**src/rtl/conv_stream_folded.sv**
```systemverilog
// Streaming 1-D valid convolution with a folded MAC: LANES multipliers are time-shared
// over F_SIZE/LANES cycles per output while a shift-register window slides over X.
module conv_stream_folded #(
  parameter int DATA_WIDTH_X = 8,
  parameter int DATA_WIDTH_F = 8,
  parameter int X_SIZE       = 128,
  parameter int F_SIZE       = 32,
  parameter int LANES        = 4,
  parameter int Y_WIDTH      = 16,
  parameter int SAT_EN       = 1
) (
  input  logic                    clk,
  input  logic                    reset,
  input  logic [DATA_WIDTH_X-1:0] s_data_in_x,
  input  logic                    s_valid_x,
  output logic                    s_ready_x,
  input  logic [DATA_WIDTH_F-1:0] s_data_in_f,
  input  logic                    s_valid_f,
  output logic                    s_ready_f,
  input  logic                    relu_en,
  output logic [Y_WIDTH-1:0]      m_data_out_y,
  output logic                    m_valid_y,
  input  logic                    m_ready_y
);
  localparam int ACC_W   = DATA_WIDTH_X + DATA_WIDTH_F + $clog2(F_SIZE);
  localparam int PW      = DATA_WIDTH_X + DATA_WIDTH_F;
  localparam int EXT_W   = (Y_WIDTH > ACC_W) ? Y_WIDTH : ACC_W;
  localparam int MAC_CYC = F_SIZE / LANES;
  localparam int NOUT    = X_SIZE - F_SIZE + 1;
  localparam int CW      = $clog2(F_SIZE + 1);
  localparam int IW      = (F_SIZE > 1) ? $clog2(F_SIZE) : 1;
  localparam int MCW     = (MAC_CYC > 1) ? $clog2(MAC_CYC) : 1;
  localparam int OCW     = $clog2(NOUT + 1);

  localparam logic [CW-1:0]  F_FULL   = CW'(F_SIZE);
  localparam logic [MCW-1:0] MAC_LAST = MCW'(MAC_CYC - 1);
  localparam logic [OCW-1:0] OUT_LAST = OCW'(NOUT - 1);
  localparam logic signed [EXT_W-1:0] Y_MAX = {{(EXT_W-Y_WIDTH+1){1'b0}}, {(Y_WIDTH-1){1'b1}}};
  localparam logic signed [EXT_W-1:0] Y_MIN = {{(EXT_W-Y_WIDTH+1){1'b1}}, {(Y_WIDTH-1){1'b0}}};

  // Handshake rule for every port pair: a beat moves on the rising clk edge where
  // valid && ready are both high; ready is a function of registered state only.
  typedef enum logic [1:0] {S_LOAD, S_MAC, S_OUT, S_SHIFT} state_t;
  state_t state, state_nxt;

  logic signed [DATA_WIDTH_X-1:0] win   [F_SIZE];
  logic signed [DATA_WIDTH_F-1:0] f_mem [F_SIZE];
  logic [CW-1:0]           f_cnt, x_cnt;
  logic [MCW-1:0]          mac_cnt;
  logic [OCW-1:0]          out_cnt;
  logic signed [ACC_W-1:0] acc, lane_sum, acc_nxt;
  logic signed [PW-1:0]    lane_prod;
  logic [IW-1:0]           lane_idx;
  logic                    relu_q, valid_q;
  logic [Y_WIDTH-1:0]      y_q;
  logic                    f_fire, x_fire, y_fire, load_full, mac_last, out_last;

  assign f_fire    = s_valid_f && s_ready_f;
  assign x_fire    = s_valid_x && s_ready_x;
  assign y_fire    = m_valid_y && m_ready_y;
  assign load_full = (f_cnt == F_FULL) && (x_cnt == F_FULL);
  assign mac_last  = (mac_cnt == MAC_LAST);
  assign out_last  = (out_cnt == OUT_LAST);

  always_ff @(posedge clk) begin
    if (!reset) state <= S_LOAD;
    else        state <= state_nxt;
  end

  always_comb begin
    state_nxt = state;
    case (state)
      S_LOAD:  if (load_full) state_nxt = S_MAC;
      S_MAC:   if (mac_last)  state_nxt = S_OUT;
      S_OUT:   if (y_fire)    state_nxt = out_last ? S_LOAD : S_SHIFT;
      S_SHIFT: if (x_fire)    state_nxt = S_MAC;
      default: state_nxt = S_LOAD;
    endcase
  end

  always_comb begin
    s_ready_f    = reset && (state == S_LOAD) && (f_cnt != F_FULL);
    s_ready_x    = reset && (((state == S_LOAD) && (x_cnt != F_FULL)) || (state == S_SHIFT));
    m_valid_y    = valid_q;
    m_data_out_y = y_q;
  end

  // Partial dot product of the taps handled in the current MAC cycle.
  always_comb begin
    lane_sum  = '0;
    lane_idx  = '0;
    lane_prod = '0;
    for (int l = 0; l < LANES; l++) begin
      lane_idx  = IW'(int'(mac_cnt) * LANES + l);
      lane_prod = win[lane_idx] * f_mem[lane_idx];
      lane_sum  = lane_sum + ACC_W'(lane_prod);
    end
    acc_nxt = acc + lane_sum;
  end

  function automatic logic [Y_WIDTH-1:0] post_proc(input logic signed [ACC_W-1:0] a,
                                                   input logic relu);
    logic signed [EXT_W-1:0] v;
    v = EXT_W'(a);
    if (relu && (v < 0)) v = '0;
    if (SAT_EN != 0) begin
      if (v > Y_MAX)      v = Y_MAX;
      else if (v < Y_MIN) v = Y_MIN;
    end
    return v[Y_WIDTH-1:0];
  endfunction

  always_ff @(posedge clk) begin
    if (!reset) begin
      f_cnt   <= '0;
      x_cnt   <= '0;
      mac_cnt <= '0;
      out_cnt <= '0;
      acc     <= '0;
      relu_q  <= 1'b0;
      valid_q <= 1'b0;
      y_q     <= '0;
    end else begin
      if (f_fire) begin
        f_mem[f_cnt[IW-1:0]] <= s_data_in_f;
        f_cnt                <= f_cnt + 1'b1;
        if (f_cnt == '0) relu_q <= relu_en;
      end
      // The window always shifts on an X beat, so after F_SIZE loads win[0] holds the oldest sample.
      if (x_fire) begin
        for (int i = 0; i < F_SIZE - 1; i++) win[i] <= win[i+1];
        win[F_SIZE-1] <= s_data_in_x;
        if (state == S_LOAD) x_cnt <= x_cnt + 1'b1;
      end
      case (state)
        S_LOAD: if (load_full) begin
          acc     <= '0;
          mac_cnt <= '0;
        end
        S_MAC: begin
          acc     <= acc_nxt;
          mac_cnt <= mac_cnt + 1'b1;
          if (mac_last) begin
            y_q     <= post_proc(acc_nxt, relu_q);
            valid_q <= 1'b1;
          end
        end
        S_OUT: if (y_fire) begin
          valid_q <= 1'b0;
          out_cnt <= out_cnt + 1'b1;
          if (out_last) begin
            f_cnt   <= '0;
            x_cnt   <= '0;
            out_cnt <= '0;
          end
        end
        S_SHIFT: if (x_fire) begin
          acc     <= '0;
          mac_cnt <= '0;
        end
        default: ;
      endcase
    end
  end
endmodule

```
**config.mk**
```make
export PLATFORM = sky130hd
export DESIGN_NAME = conv_stream_folded
export DESIGN_NICKNAME = d
export VERILOG_FILES = /design/src/rtl/conv_stream_folded.sv
export SDC_FILE = /design/constraint.sdc
export NUM_CORES = 1
export LEC_CHECK = 0
export ABC_AREA = 1
export BUFFER_PORTS_ARGS = -buffer_cell sky130_fd_sc_hd__buf_4
export CORE_UTILIZATION = 60
export CTS_BUF_LIST = sky130_fd_sc_hd__clkbuf_8
export DETAILED_ROUTE_END_ITERATION = 8
export PLACE_DENSITY = 0.78
export SLEW_MARGIN = 20
export SYNTH_ARGS = -nofsm -noshare
export SYNTH_HDL_FRONTEND = slang
export SYNTH_SLANG_ARGS = --single-unit
export TNS_END_PERCENT = 50
```
**constraint.sdc**
```tcl
create_clock -name clk -period 13.9 [get_ports clk]
set_input_delay 1.39 -clock clk [delete_from_list [all_inputs] [get_ports clk]]
set_output_delay 1.39 -clock clk [all_outputs]
set_load 0.01 [all_outputs]
```
==> metrics.yaml, run 1 <==
port_buffers: 40
ioPinCount: 41
final_cell_mix: "inv_1 (671), nor2_1 (535), edfxtp_1 (512)"
worstMarginPinSlew_ns: 1.312
cp_top_family: "adder cells"
ant_nets: 0
gp_congestion: 0.9236
hold_viol: 0
synthesis.nets: 3885
first_pass_iters: 8
drc: 0
max_stage_delay_ns: 1.00
post_cts_buffers: 0
htreeDepth: 3
clk_latency_ns: 0.70
synthDistinctLibCells: 38
grt_remaining_overflow: 0
antenna_found_initial: 1
final_common_cell: "inv_1"
syn_to_final_growth_pct: 7.498
fmax_mhz: 97.23
path_clk_slew_ns: 0.07
fp.dieH_um: 245.4
run_status: "completed"
clockBufferDepth: 3
crit_path_end_kind: "register"
critPathLaunchType: "register"
cts_tree: "done"
synth_area_um2: 35550
critPathKind: "reg2reg"
cts-resized-gates: 0
cp_common_cell: "fa_1"
hold_path_class: "reg2reg"
dp_hpwl_mm: 60.39
dieArea_um2: 60220
maxCapViolations: 0
syn_inst: 3376
drive_above_1_share: 0.06609
syn_avg_cell_area_um2: 10.53
slew_viol_final: 0
initial_core_util: 0.6114
final.setup_skew_ns: 0.04643
grt.total_usage: 0.2911
ctsHoldBuffers: 0
rsz0062_at_grt: "no"
finalCriticalPeriod_ns: 10.29
rows: 88
clkSinkCount: 578
clockRootBuffer: "clkbuf_8"
maxSlewHeadroom: 0.1160
core_area_um2: 58140
routed_wl_mm: 83.50
die_x_um: 245.4
wire_per_inst_um: 19.60
ys_warn_count: 0
final_nets: 3935
fillers: 4370
via_count: 24170
grt_pass1_wl_mm: 134.0
crit_buf_inv: 9
setup-tns-final_ns: 0
grt_max_degree: 187
setup_viol_count_final: 0
seq_area_frac_synth: 0.4697
numCtsBuffers: 89
detail_route.vias_per_cell: 5.671
drtIter0Drc: 2525
worst_ep_required_time_ns: 14.52
first_global_vias: 24980
period_share: 0.7399
slowest_stage: "o21ai_0"
path_max_fanout: 65
yosys_register_bits: 578
critPathArrivalTime_ns: 10.91
==> final timing paths <==
check                                              from                            to  slack, ns  cells after the start
worst max-delay path            mac_cnt[1]$_SDFFE_PN0P_  m_data_out_y[7]$_SDFFE_PN0P_       3.61                     33
worst min-delay path                win[9][5]$_DFFE_PP_           win[8][5]$_DFFE_PP_       0.43                      0
worst max register to register  mac_cnt[1]$_SDFFE_PN0P_  m_data_out_y[7]$_SDFFE_PN0P_       3.61                     33
worst min register to register      win[9][5]$_DFFE_PP_           win[8][5]$_DFFE_PP_       0.43                      0
==> sequential cells by signal, indices dropped and copies added (netlist names), named ones only <==
register and count:
m_data_out_y 16, out_cnt 7, m_valid_y 1, win 256, acc 21, f_mem 256
x_cnt 6, relu_q 1, mac_cnt 3, state 2, f_cnt 6
==> worst reg2reg max path, delay by kind of cell (launching register included) <==
| family | cells | cell delay (ns) |
|---|---|---|
| adders and majority gates | 9 | 4.38 |
| DFF | 1 | 0.32 |
| AOI/OAI and AO/OA | 7 | 2.31 |
| buffers and inverters | 9 | 2.12 |
| and+or+nand+nor | 8 | 1.12 |
==> cells by family (layout without fill, tap and decap cells) <==
kind of cell    after synthesis  count (layout)  share of synthesized area
xor+xnor                     16              16                   0.003943
simple gates                980             980                     0.1083
buf+inv                     775             894                    0.08339
flops                       578             578                     0.4697
other cells                   0               1                          0
fa+ha+maj                   487             487                     0.2496
compound gates              540             540                    0.08504
==> metal layers <==
| metal | vias up | wire (µm) | GRT usage | part of all wire |
|---|---|---|---|---|
| li1 | 10950 | - | - | - |
| met2 | 1087 | 39750 | 0.4688 | 0.48 |
| met1 | 11950 | 33480 | 0.3962 | 0.40 |
| met5 | - | 0 | 0 | 0 |
| met4 | 0 | 3213 | 0.1191 | 0.038 |
| met3 | 181 | 7057 | 0.04846 | 0.085 |
==> metrics by stage <==
stage               cells  hold slack (ns)  area [µm²]    util  worst slack, ns
floorplan            3376           0.4207       35550       -            5.568
global placement     4100           0.4229       36600  0.6296            3.825
detailed placement   4100           0.4258       36600  0.6296            3.665
CTS                  4260           0.4367       38200  0.6572            3.644
global route         4261           0.4468       38210  0.6573            2.979
finish               4261           0.4290       38210  0.6573            3.615
==> Yosys cell counts (all sizes together) <==
master | number | share of area
a22oi | 4 | 0.00084
inv | 660 | 0.070
nand3b | 6 | 0.0013
o22ai | 94 | 0.017
nand2 | 383 | 0.041
nor4 | 1 | 0.00018
a21oi | 81 | 0.013
o31ai | 1 | 0.00021
fa | 370 | 0.21
nand4 | 5 | 0.00088
o21ai | 321 | 0.046
clkbuf | 85 | 0.0090
dfxtp | 66 | 0.037
xor2 | 8 | 0.0020
o32ai | 32 | 0.0079
a31oi | 1 | 0.00018
o221ai | 1 | 0.00025
ha | 117 | 0.041
and2 | 1 | 0.00018
o21bai | 3 | 0.00063
edfxtp | 512 | 0.43
a211oi | 2 | 0.00042
xnor2 | 8 | 0.0020
buf | 30 | 0.0047
nor2 | 540 | 0.057
nor3 | 6 | 0.00084
nand3 | 38 | 0.0066
==> final cells by class <==
| type | count | area (µm²) | share of cell area |
|---|---|---|---|
| Clock buffer | 95 | 1308 | 0.03422 |
| Clock inverter | 65 | 295.3 | 0.007728 |
| Timing Repair Buffer | 74 | 571.8 | 0.01496 |
| Multi-Input combinational cell | 2023 | 15890 | 0.4157 |
| Antenna cell | 1 | 2.502 | 0.00006549 |
| Tap cell | 765 | 957.2 | 0.02505 |
| Sequential cell | 578 | 16700 | 0.4371 |
| Inverter | 660 | 2487 | 0.06510 |
Power of run 1 is left out: the tool's default activity adds up to more than one toggle a clock period on the data nets, which glitch-free logic cannot reach.
==> run 2: changes to the inputs <==
clock period = 9.73 ns   (was 13.9 ns; I/O delays follow)
==> run 2 against run 1 <==
- final cell count increased by 1.3%
- wire length increased by 3.0%
- register-to-register slack worse by 3.1 ns
- via count increased by 0.70%
- die area unchanged
- critical path depth up 4
- critical endpoint is now m_data_out_y[4]$_SDFFE_PN0P_
==> metrics.yaml, run 2 (synthesis results as in run 1) <==
finalCriticalPeriod_ns: 9.202
initial_core_util: 0.6114
ctsHoldBuffers: 0
fp.dieH_um: 245.4
detail_route.vias_per_cell: 5.635
routed_wl_mm: 86.00
grt_pass1_wl_mm: 136.7
r2r-end: "m_data_out_y[4]$_SDFFE_PN0P_"
drive_above_1_share: 0.08134
htreeDepth: 3
final_cell_mix: "inv_1 (679), nor2_1 (535), edfxtp_1 (512)"
wire_per_inst_um: 19.92
reg2reg_depth: 37
rr_startpoint: "mac_cnt[0]$_SDFFE_PN0P_"
maxCapViolations: 0
numCtsBuffers: 88
cts_tree: "done"
critPathArrivalTime_ns: 9.80
fin_cells: 4318
core_area_um2: 58140
antenna_cells: 0
grt_max_degree: 107
utilization: 0.6676
crit_end: "m_data_out_y[4]$_SDFFE_PN0P_"
worstMarginPinSlew_ns: 1.070
die_x_um: 245.4
crit_start: "mac_cnt[0]$_SDFFE_PN0P_"
final_common_cell: "inv_1"
clockBufferDepth: 3
setup_viol_count_final: 0
final_nets: 3991
dp_hpwl_mm: 63.04
cp_common_cell: "fa_1"
grt.total_usage: 0.2987
period_share: 0.9457
slowest_stage: "o21ai_0"
antenna_found_initial: 0
dieArea_um2: 60220
r2r_slack_ns: 0.53
whs_ns: 0.4211
path_clk_slew_ns: 0.07
post_cts_buffers: 0
gp_congestion: 0.9649
hold_viol: 0
drtIter0Drc: 2446
crit_path_end_kind: "register"
worst_ep_required_time_ns: 10.32
final.setup_skew_ns: 0.04080
max_stage_delay_ns: 0.57
port_buffers: 40
placed_cells: 4157
via_count: 24330
slew_viol_final: 0
clockRootBuffer: "clkbuf_8"
path_max_fanout: 47
rows: 88
hold_path_class: "reg2reg"
syn_to_final_growth_pct: 9.184
ioPinCount: 41
cts-resized-gates: 0
fillers: 4382
first_global_vias: 24900
critPathLaunchType: "register"
maxSlewHeadroom: 0.2841
drc: 0
critPathKind: "reg2reg"
clk_latency_ns: 0.68
rsz0062_at_grt: "no"
setup-tns-final_ns: 0
first_pass_iters: 6
clkSinkCount: 578
run_status: "completed"
fmax_mhz: 108.7
whs_path_depth: 0
ant_nets: 0
grt_remaining_overflow: 0
## run 2: layout make-up
type | instances | area (µm²) | area share
sequential | 578 | 16700 | 0.4304
multi-input combinational | 2023 | 15890 | 0.4093
inverter | 660 | 2490 | 0.06416
clock buffer | 93 | 1280 | 0.03298
timing repair buffer | 131 | 1075 | 0.02769
tap | 765 | 957.2 | 0.02466
clock inverter | 68 | 419.2 | 0.01080
## run 2: worst max-delay path, delay by kind of cell, from the launching register on
family | cells | cell delay (ns)
AOI/OAI and AO/OA | 3 | 0.93
adders and majority gates | 9 | 4.25
buffers and inverters | 11 | 1.81
DFF | 1 | 0.50
and+or+nand+nor | 14 | 1.59
## run 2: stage by stage
stage          cell area [µm²]  setup slack (ns)
2_1_floorplan            35550             1.651
3_3_place_gp             37100            0.5967
3_5_place_dp             37100            0.5361
4_1_cts                  38800            0.5138
5_1_grt                  38810           0.03143
6_report                 38810            0.5282
## run 2: metal layers
layer / routed length (µm) / track usage / up-vias
li1: - / - / 11070
met5: 0 / 0 / -
met1: 35030 / 0.4100 / 11990
met4: 3052 / 0.1063 / 0
met2: 40690 / 0.4833 / 1104
met3: 7225 / 0.05129 / 161
## run 2: worst min-delay path by stage
stage,end,slack (ns),startpoint
6_report,win[9][2]$_DFFE_PP_,0.42,win[10][2]$_DFFE_PP_
5_1_grt,win[25][4]$_DFFE_PP_,0.43,win[26][4]$_DFFE_PP_
4_1_cts,win[9][2]$_DFFE_PP_,0.41,win[10][2]$_DFFE_PP_
3_5_place_dp,win[20][4]$_DFFE_PP_,0.43,win[21][4]$_DFFE_PP_
3_3_place_gp,win[8][6]$_DFFE_PP_,0.42,win[9][6]$_DFFE_PP_
2_1_floorplan,win[10][0]$_DFFE_PP_,0.42,win[11][0]$_DFFE_PP_
Power of run 2 is left out for the same reason.
